### config.mk
export PLATFORM = sky130hd
export DESIGN_NAME = serial_cmp8_flat
export DESIGN_NICKNAME = d
export VERILOG_FILES = /design/src/rtl/serial_cmp_pkg.sv /design/src/rtl/serial_cmp8_if.sv /design/src/rtl/serial_cmp8_cmp1bit.sv /design/src/rtl/serial_cmp8.sv /design/src/flat_wrapper.sv
export SDC_FILE = /design/constraint.sdc
export NUM_CORES = 1
export LEC_CHECK = 0
export ABC_AREA = 1
export BUFFER_PORTS_ARGS = -buffer_cell sky130_fd_sc_hd__buf_2
export CORE_ASPECT_RATIO = 1.25
export CORE_MARGIN = 5
export CORE_UTILIZATION = 56
export CTS_BUF_LIST = sky130_fd_sc_hd__clkbuf_8
export DETAILED_ROUTE_END_ITERATION = 7
export GPL_TIMING_DRIVEN = 0
export PLACE_DENSITY_LB_ADDON = 0.05
export SYNTH_ARGS = -nofsm -noshare
export SYNTH_HDL_FRONTEND = slang
export SYNTH_SLANG_ARGS = --single-unit
### constraint.sdc
create_clock -name clk -period 1.8 [get_ports clk]
set_input_delay 0.36 -clock clk [delete_from_list [all_inputs] [get_ports clk]]
set_output_delay 0.36 -clock clk [all_outputs]
set_load 0.01 [all_outputs]
### src/rtl/serial_cmp_pkg.sv
// serial_cmp_pkg: shared FSM state encoding and default operand width for the serial comparator
package serial_cmp_pkg;
  localparam int DEFAULT_WIDTH = 8;
  typedef enum logic [1:0] {IDLE, SHIFT, DONE} state_e;
endpackage

### src/rtl/serial_cmp8_if.sv
// serial_cmp8_if: start/operand/cascade inputs and busy/done/EQ/GT results of one comparator stage
// master drives start, A, B, eq, gt; slave (the comparator) drives busy, done, EQ, GT.
interface serial_cmp8_if import serial_cmp_pkg::*; #(parameter int WIDTH = DEFAULT_WIDTH);
  logic             start;
  logic [WIDTH-1:0] A;
  logic [WIDTH-1:0] B;
  logic             eq;
  logic             gt;
  logic             busy;
  logic             done;
  logic             EQ;
  logic             GT;
  modport master (output start, A, B, eq, gt, input busy, done, EQ, GT);
  modport slave (input start, A, B, eq, gt, output busy, done, EQ, GT);
endinterface

### src/rtl/serial_cmp8_cmp1bit.sv
// cmp1bit: single-bit decision for the serial compare
// a, b: the bit pair under test; differ: bits are unequal; a_gt: a is 1 and b is 0.
module cmp1bit (
  input  logic a,
  input  logic b,
  output logic differ,
  output logic a_gt
);
  assign differ = a ^ b;
  assign a_gt   = a & ~b;
endmodule

### src/rtl/serial_cmp8.sv
// serial_cmp8: MSB-first bit-serial unsigned magnitude comparator with cascade inputs
// clk/rst: clock and synchronous active-high reset; bus: start/A/B/eq/gt in, busy/done/EQ/GT out.
// A start in IDLE captures the operands; SHIFT walks one bit per cycle and stops at the first
// differing bit; DONE pulses done for one cycle while EQ/GT hold the registered result.
module serial_cmp8 import serial_cmp_pkg::*; #(
  parameter int WIDTH = DEFAULT_WIDTH
) (
  input logic            clk,
  input logic            rst,
  serial_cmp8_if.slave   bus
);
  localparam int CW = $clog2(WIDTH);
  localparam logic [CW-1:0] CNT_MAX = CW'(WIDTH - 1);
  state_e           state_q, state_d;
  logic [WIDTH-1:0] a_q, a_d, b_q, b_d;
  logic [CW-1:0]    cnt_q, cnt_d;
  logic             ceq_q, ceq_d, cgt_q, cgt_d;
  logic             eq_q, eq_d, gt_q, gt_d;
  logic             differ, a_gt;
  cmp1bit u_bit (.a(a_q[cnt_q]), .b(b_q[cnt_q]), .differ(differ), .a_gt(a_gt));
  always_comb begin
    state_d = state_q;
    a_d     = a_q;
    b_d     = b_q;
    ceq_d   = ceq_q;
    cgt_d   = cgt_q;
    cnt_d   = cnt_q;
    eq_d    = eq_q;
    gt_d    = gt_q;
    case (state_q)
      IDLE: if (bus.start) begin
        a_d     = bus.A;
        b_d     = bus.B;
        ceq_d   = bus.eq;
        cgt_d   = bus.gt;
        cnt_d   = CNT_MAX;
        state_d = SHIFT;
      end
      SHIFT: begin
        if (differ || cnt_q == '0) begin
          eq_d    = differ ? 1'b0 : ceq_q;
          gt_d    = differ ? a_gt : cgt_q;
          state_d = DONE;
        end else begin
          cnt_d = cnt_q - 1'b1;
        end
      end
      DONE:    state_d = IDLE;
      default: state_d = IDLE;
    endcase
  end
  always_ff @(posedge clk) begin
    if (rst) begin
      state_q <= IDLE;
      a_q     <= '0;
      b_q     <= '0;
      ceq_q   <= 1'b0;
      cgt_q   <= 1'b0;
      cnt_q   <= CNT_MAX;
      eq_q    <= 1'b0;
      gt_q    <= 1'b0;
    end else begin
      state_q <= state_d;
      a_q     <= a_d;
      b_q     <= b_d;
      ceq_q   <= ceq_d;
      cgt_q   <= cgt_d;
      cnt_q   <= cnt_d;
      eq_q    <= eq_d;
      gt_q    <= gt_d;
    end
  end
  assign bus.busy = state_q == SHIFT;
  assign bus.done = state_q == DONE;
  assign bus.EQ   = eq_q;
  assign bus.GT   = gt_q;
endmodule

### src/flat_wrapper.sv
// flat-port wrapper written by rule: the top's interface ports become plain ports
module serial_cmp8_flat import serial_cmp_pkg::*;
#(
  parameter int WIDTH = DEFAULT_WIDTH
)
  (clk, rst, bus_start, bus_A, bus_B, bus_eq, bus_gt, bus_busy, bus_done, bus_EQ, bus_GT);
  serial_cmp8_if #(.WIDTH(WIDTH)) bus_i ();
  input logic clk;
  input logic rst;
  input wire logic [$bits(bus_i.start)-1:0] bus_start;
  input wire logic [$bits(bus_i.A)-1:0] bus_A;
  input wire logic [$bits(bus_i.B)-1:0] bus_B;
  input wire logic [$bits(bus_i.eq)-1:0] bus_eq;
  input wire logic [$bits(bus_i.gt)-1:0] bus_gt;
  output wire logic [$bits(bus_i.busy)-1:0] bus_busy;
  output wire logic [$bits(bus_i.done)-1:0] bus_done;
  output wire logic [$bits(bus_i.EQ)-1:0] bus_EQ;
  output wire logic [$bits(bus_i.GT)-1:0] bus_GT;
  assign bus_i.start = bus_start;
  assign bus_i.A = bus_A;
  assign bus_i.B = bus_B;
  assign bus_i.eq = bus_eq;
  assign bus_i.gt = bus_gt;
  assign bus_busy = bus_i.busy;
  assign bus_done = bus_i.done;
  assign bus_EQ = bus_i.EQ;
  assign bus_GT = bus_i.GT;
  serial_cmp8 #(.WIDTH(WIDTH)) u_core (.clk(clk), .rst(rst), .bus(bus_i));
endmodule
==> flow_metrics.tcl <==
set metrics [dict create \
    grt_max_degree 15 \
    synthToLayoutAreaGrowth_pct 18.3 \
    fmax_mhz 591 \
    reg2regPathDepth 10 \
    yosysTopAreaCellShare 0.389 \
    status "finished, final reports clean" \
    drive_gt1_frac 0.379 \
    insertion_delay_ns 0.28 \
    end_kind "register" \
    antenna_found_initial 0 \
    die_w_um 52.9 \
    hold_buffers 0 \
    min_from "rst" \
    cp_slowest_cell "dfxtp_1" \
    finalNetCount 223 \
    htreeDepth 1 \
    max-cap-violations 0 \
    grt.busiest_layer "met2" \
    path_class "reg -> reg" \
    crit_top_cell "nand2_1" \
    cp_slowest_stage_delay_ns 0.31 \
    whs_ns 0.297 \
    ir_drop_v 0.00123 \
    final_util 0.689 \
    seq_area_frac_synth 0.389 \
    yosysUniqueCellTypes 20 \
    cts.sinks 25 \
    cts.root.buffer_cell "clkbuf_8" \
    wl_per_cell_um 11.0 \
    hold_viol_final 0 \
    cts_tree "done" \
    fin_tns_setup_ns 0 \
    reg2reg_from "u_core.cnt_q[0]" \
    holdCritPathClass "in -> reg" \
    cts_buffer_depth 2 \
    grt_overflow 0 \
    fillers 209 \
    avgViaCountPerCell 4.73 \
    yosys-top-cells-area "dfxtp_1 39%, nand2_1 9.6%, nor2_1 8.5%, a21oi_2 6.8%, o21ai_2 6.1%" \
    use_met2 0.293 \
    slew-limit-headroom 0.816 \
    worst-path-max-fanout 8 \
    setup_violations 0 \
    fin_worst_skew_ns 0.0108 \
    grt_pass1_wl_um 4350 \
    core_area_um2 2210 \
    crit_chain "clkbuf_4 -> buf_2 -> nand2_1 -> nand3_1 -> nand3_1 -> nand2_1 -> ha_4 -> nand3_4 -> a21oi_1 -> nand2_1" \
    num_io_pins 25 \
    antenna_left 0 \
    routabilityCongestion 0.809 \
    via_count 1083 \
    netlist_area_um2 1290 \
    rsz0062_at_grt "false" \
    diodes 0 \
    critical_path_arrival_ns 1.87 \
    min_path_cells 2 \
    cts_buffers 3 \
    cp-start-kind "register" \
    rows 19 \
    finalCriticalPeriod_ns 1.69 \
    power_density_nw_per_um2 1610 \
    fin_crit_sh 0.939 \
    drc_errors 0 \
    dr.pass1.iters 4 \
    worstPathRequired_ns 1.98 \
    path_clk_slew_ns 0.09 \
    r2r_end "u_core.cnt_q[0]" \
    drt-total-wl_um 2520 \
    port_buffers 24 \
    synth_nets 192 \
    power_leakage_nw 0.736 \
    dpl.hpwl_um 1940 \
    grt_pass1_vias 1080 \
    syn-instance-count 168 \
    gr-usage-met3 0.0307 \
    r2r_slack_ns 0.11 \
    synth_area_per_cell_um2 7.66 \
    drv_slew 0 \
    ys_seq_elements 25 \
    track_usage 0.171 \
    tightest_slew_ns 0.276 \
    die-area_um2 3360 \
    ys_warn_count 0 \
    dieHeight_um 63.6 \
    initial_utilization 0.582 \
    met1_usage 0.186 \
    drtIter0Drc 12 \
    synth_area_leader_cell "dfxtp_1" \
    worstHoldEndpoint "u_core.state_q[0]" \
]
==> kinds of logic (layout without fill, tap and decap cells) <==
group                    Yosys count  after routing  share of synthesized area
adder cells (fa/ha/maj)            3              3                     0.0292
AO/OA/AOI/OAI                     33             33                      0.188
buffers and inverters             28             58                      0.120
AND/OR/NAND/NOR                   79             79                      0.275
flip-flops                        25             25                      0.389
==> how the worst max path moves through the flow <==
stage                      end  slack [ns]       startpoint
6_report       u_core.cnt_q[0]        0.11  u_core.cnt_q[0]
5_1_grt          u_core.bus.GT       0.001  u_core.cnt_q[0]
4_1_cts        u_core.cnt_q[0]        0.02  u_core.cnt_q[0]
3_5_place_dp   u_core.cnt_q[0]        0.06  u_core.cnt_q[0]
3_3_place_gp   u_core.cnt_q[0]        0.08  u_core.cnt_q[0]
2_1_floorplan  u_core.cnt_q[0]        0.23  u_core.cnt_q[0]
==> critical path: cells and delay by family, from the launching register on <==
kind            cells  cell delay (ns)
compound gates      1             0.16
fa+ha+maj           1             0.31
buf+inv             2             0.33
flops               1             0.31
simple gates        6             0.47
==> power by group <==
| part | internal [mW] | leakage, nW | switching [mW] |
|---|---|---|---|
| Combinational | 0.550 | 0.504 | 0.750 |
| Sequential | 0.715 | 0.207 | 0.0992 |
| Clock | 0.155 | 0.0255 | 0.180 |
| Total | 1.42 | 0.736 | 1.03 |
==> registers in the layout (all words and copies together) (netlist names) <==
signal and cells:
u_core.ceq_q 1, u_core.state_q 2, u_core.cnt_q 3, u_core.bus.GT 1
u_core.a_q 8, u_core.bus.EQ 1, u_core.cgt_q 1, u_core.b_q 8
==> through the flow <==
stage               power, mW  area, um2  cells  worst slack (ns)
floorplan                1.78       1290    168             0.227
global route             2.69       1520    229           0.00148
detailed placement       2.03       1450    223            0.0555
CTS                      2.36       1490    227            0.0194
finish                   2.45       1520    229             0.109
global placement         1.98       1450    223            0.0828
==> routing by layer <==
layer	wire length, um	share of wire
met2	1270	0.51
met1	1080	0.43
met4	57	0.023
met5	0	0
met3	107	0.042
==> what timing repair did <==
item | CTS | global route
resized for setup | 0 | 5
endpoints found under the setup margin | 0 | 7
setup buffers | 0 | 1
==> cells in the final DEF (no fill, tap or decap) <==
cell type / synthesis / final
nand2_1: 33 / 33
nor2_1: 29 / 28
buf_2: 3 / 27
dfxtp_1: 25 / 25
inv_1: 11 / 11
nand3_1: 10 / 10
a21oi_2: 10 / 10
o21ai_1: 8 / 9
o21ai_2: 9 / 9
clkinv_2: 5 / 6
inv_2: 5 / 5
nand2_2: 4 / 4
buf_6: 3 / 3
clkbuf_8: 0 / 3
o211ai_1: 2 / 2
nand3_4: 2 / 2
a21oi_1: 2 / 2
ha_1: 3 / 2
clkbuf_4: 0 / 1
buf_12: 1 / 1
nor2_4: 1 / 1
nor2_2: 0 / 1
o21ai_0: 2 / 1
ha_4: 0 / 1
buf_4: 0 / 1
==> final cells by class <==
class	instances	area, um2	area share
buffer	7	71.3	0.0468
multi-input combinational	115	648	0.426
sequential	25	500	0.329
tap	31	38.8	0.0255
inverter	21	85.1	0.0559
timing repair buffer	26	133	0.0871
clock inverter	1	5.00	0.00329
clock buffer	3	41.3	0.0271
==> cells in the mapped netlist, drive strengths merged <==
library cell	n
dfxtp	25
clkinv	5
buf	7
nand2	37
ha	3
inv	16
o211ai	2
nor2	30
a21oi	12
o21ai	19
nand3	12
No activity file was read; power rests on OpenSTA's default activity.
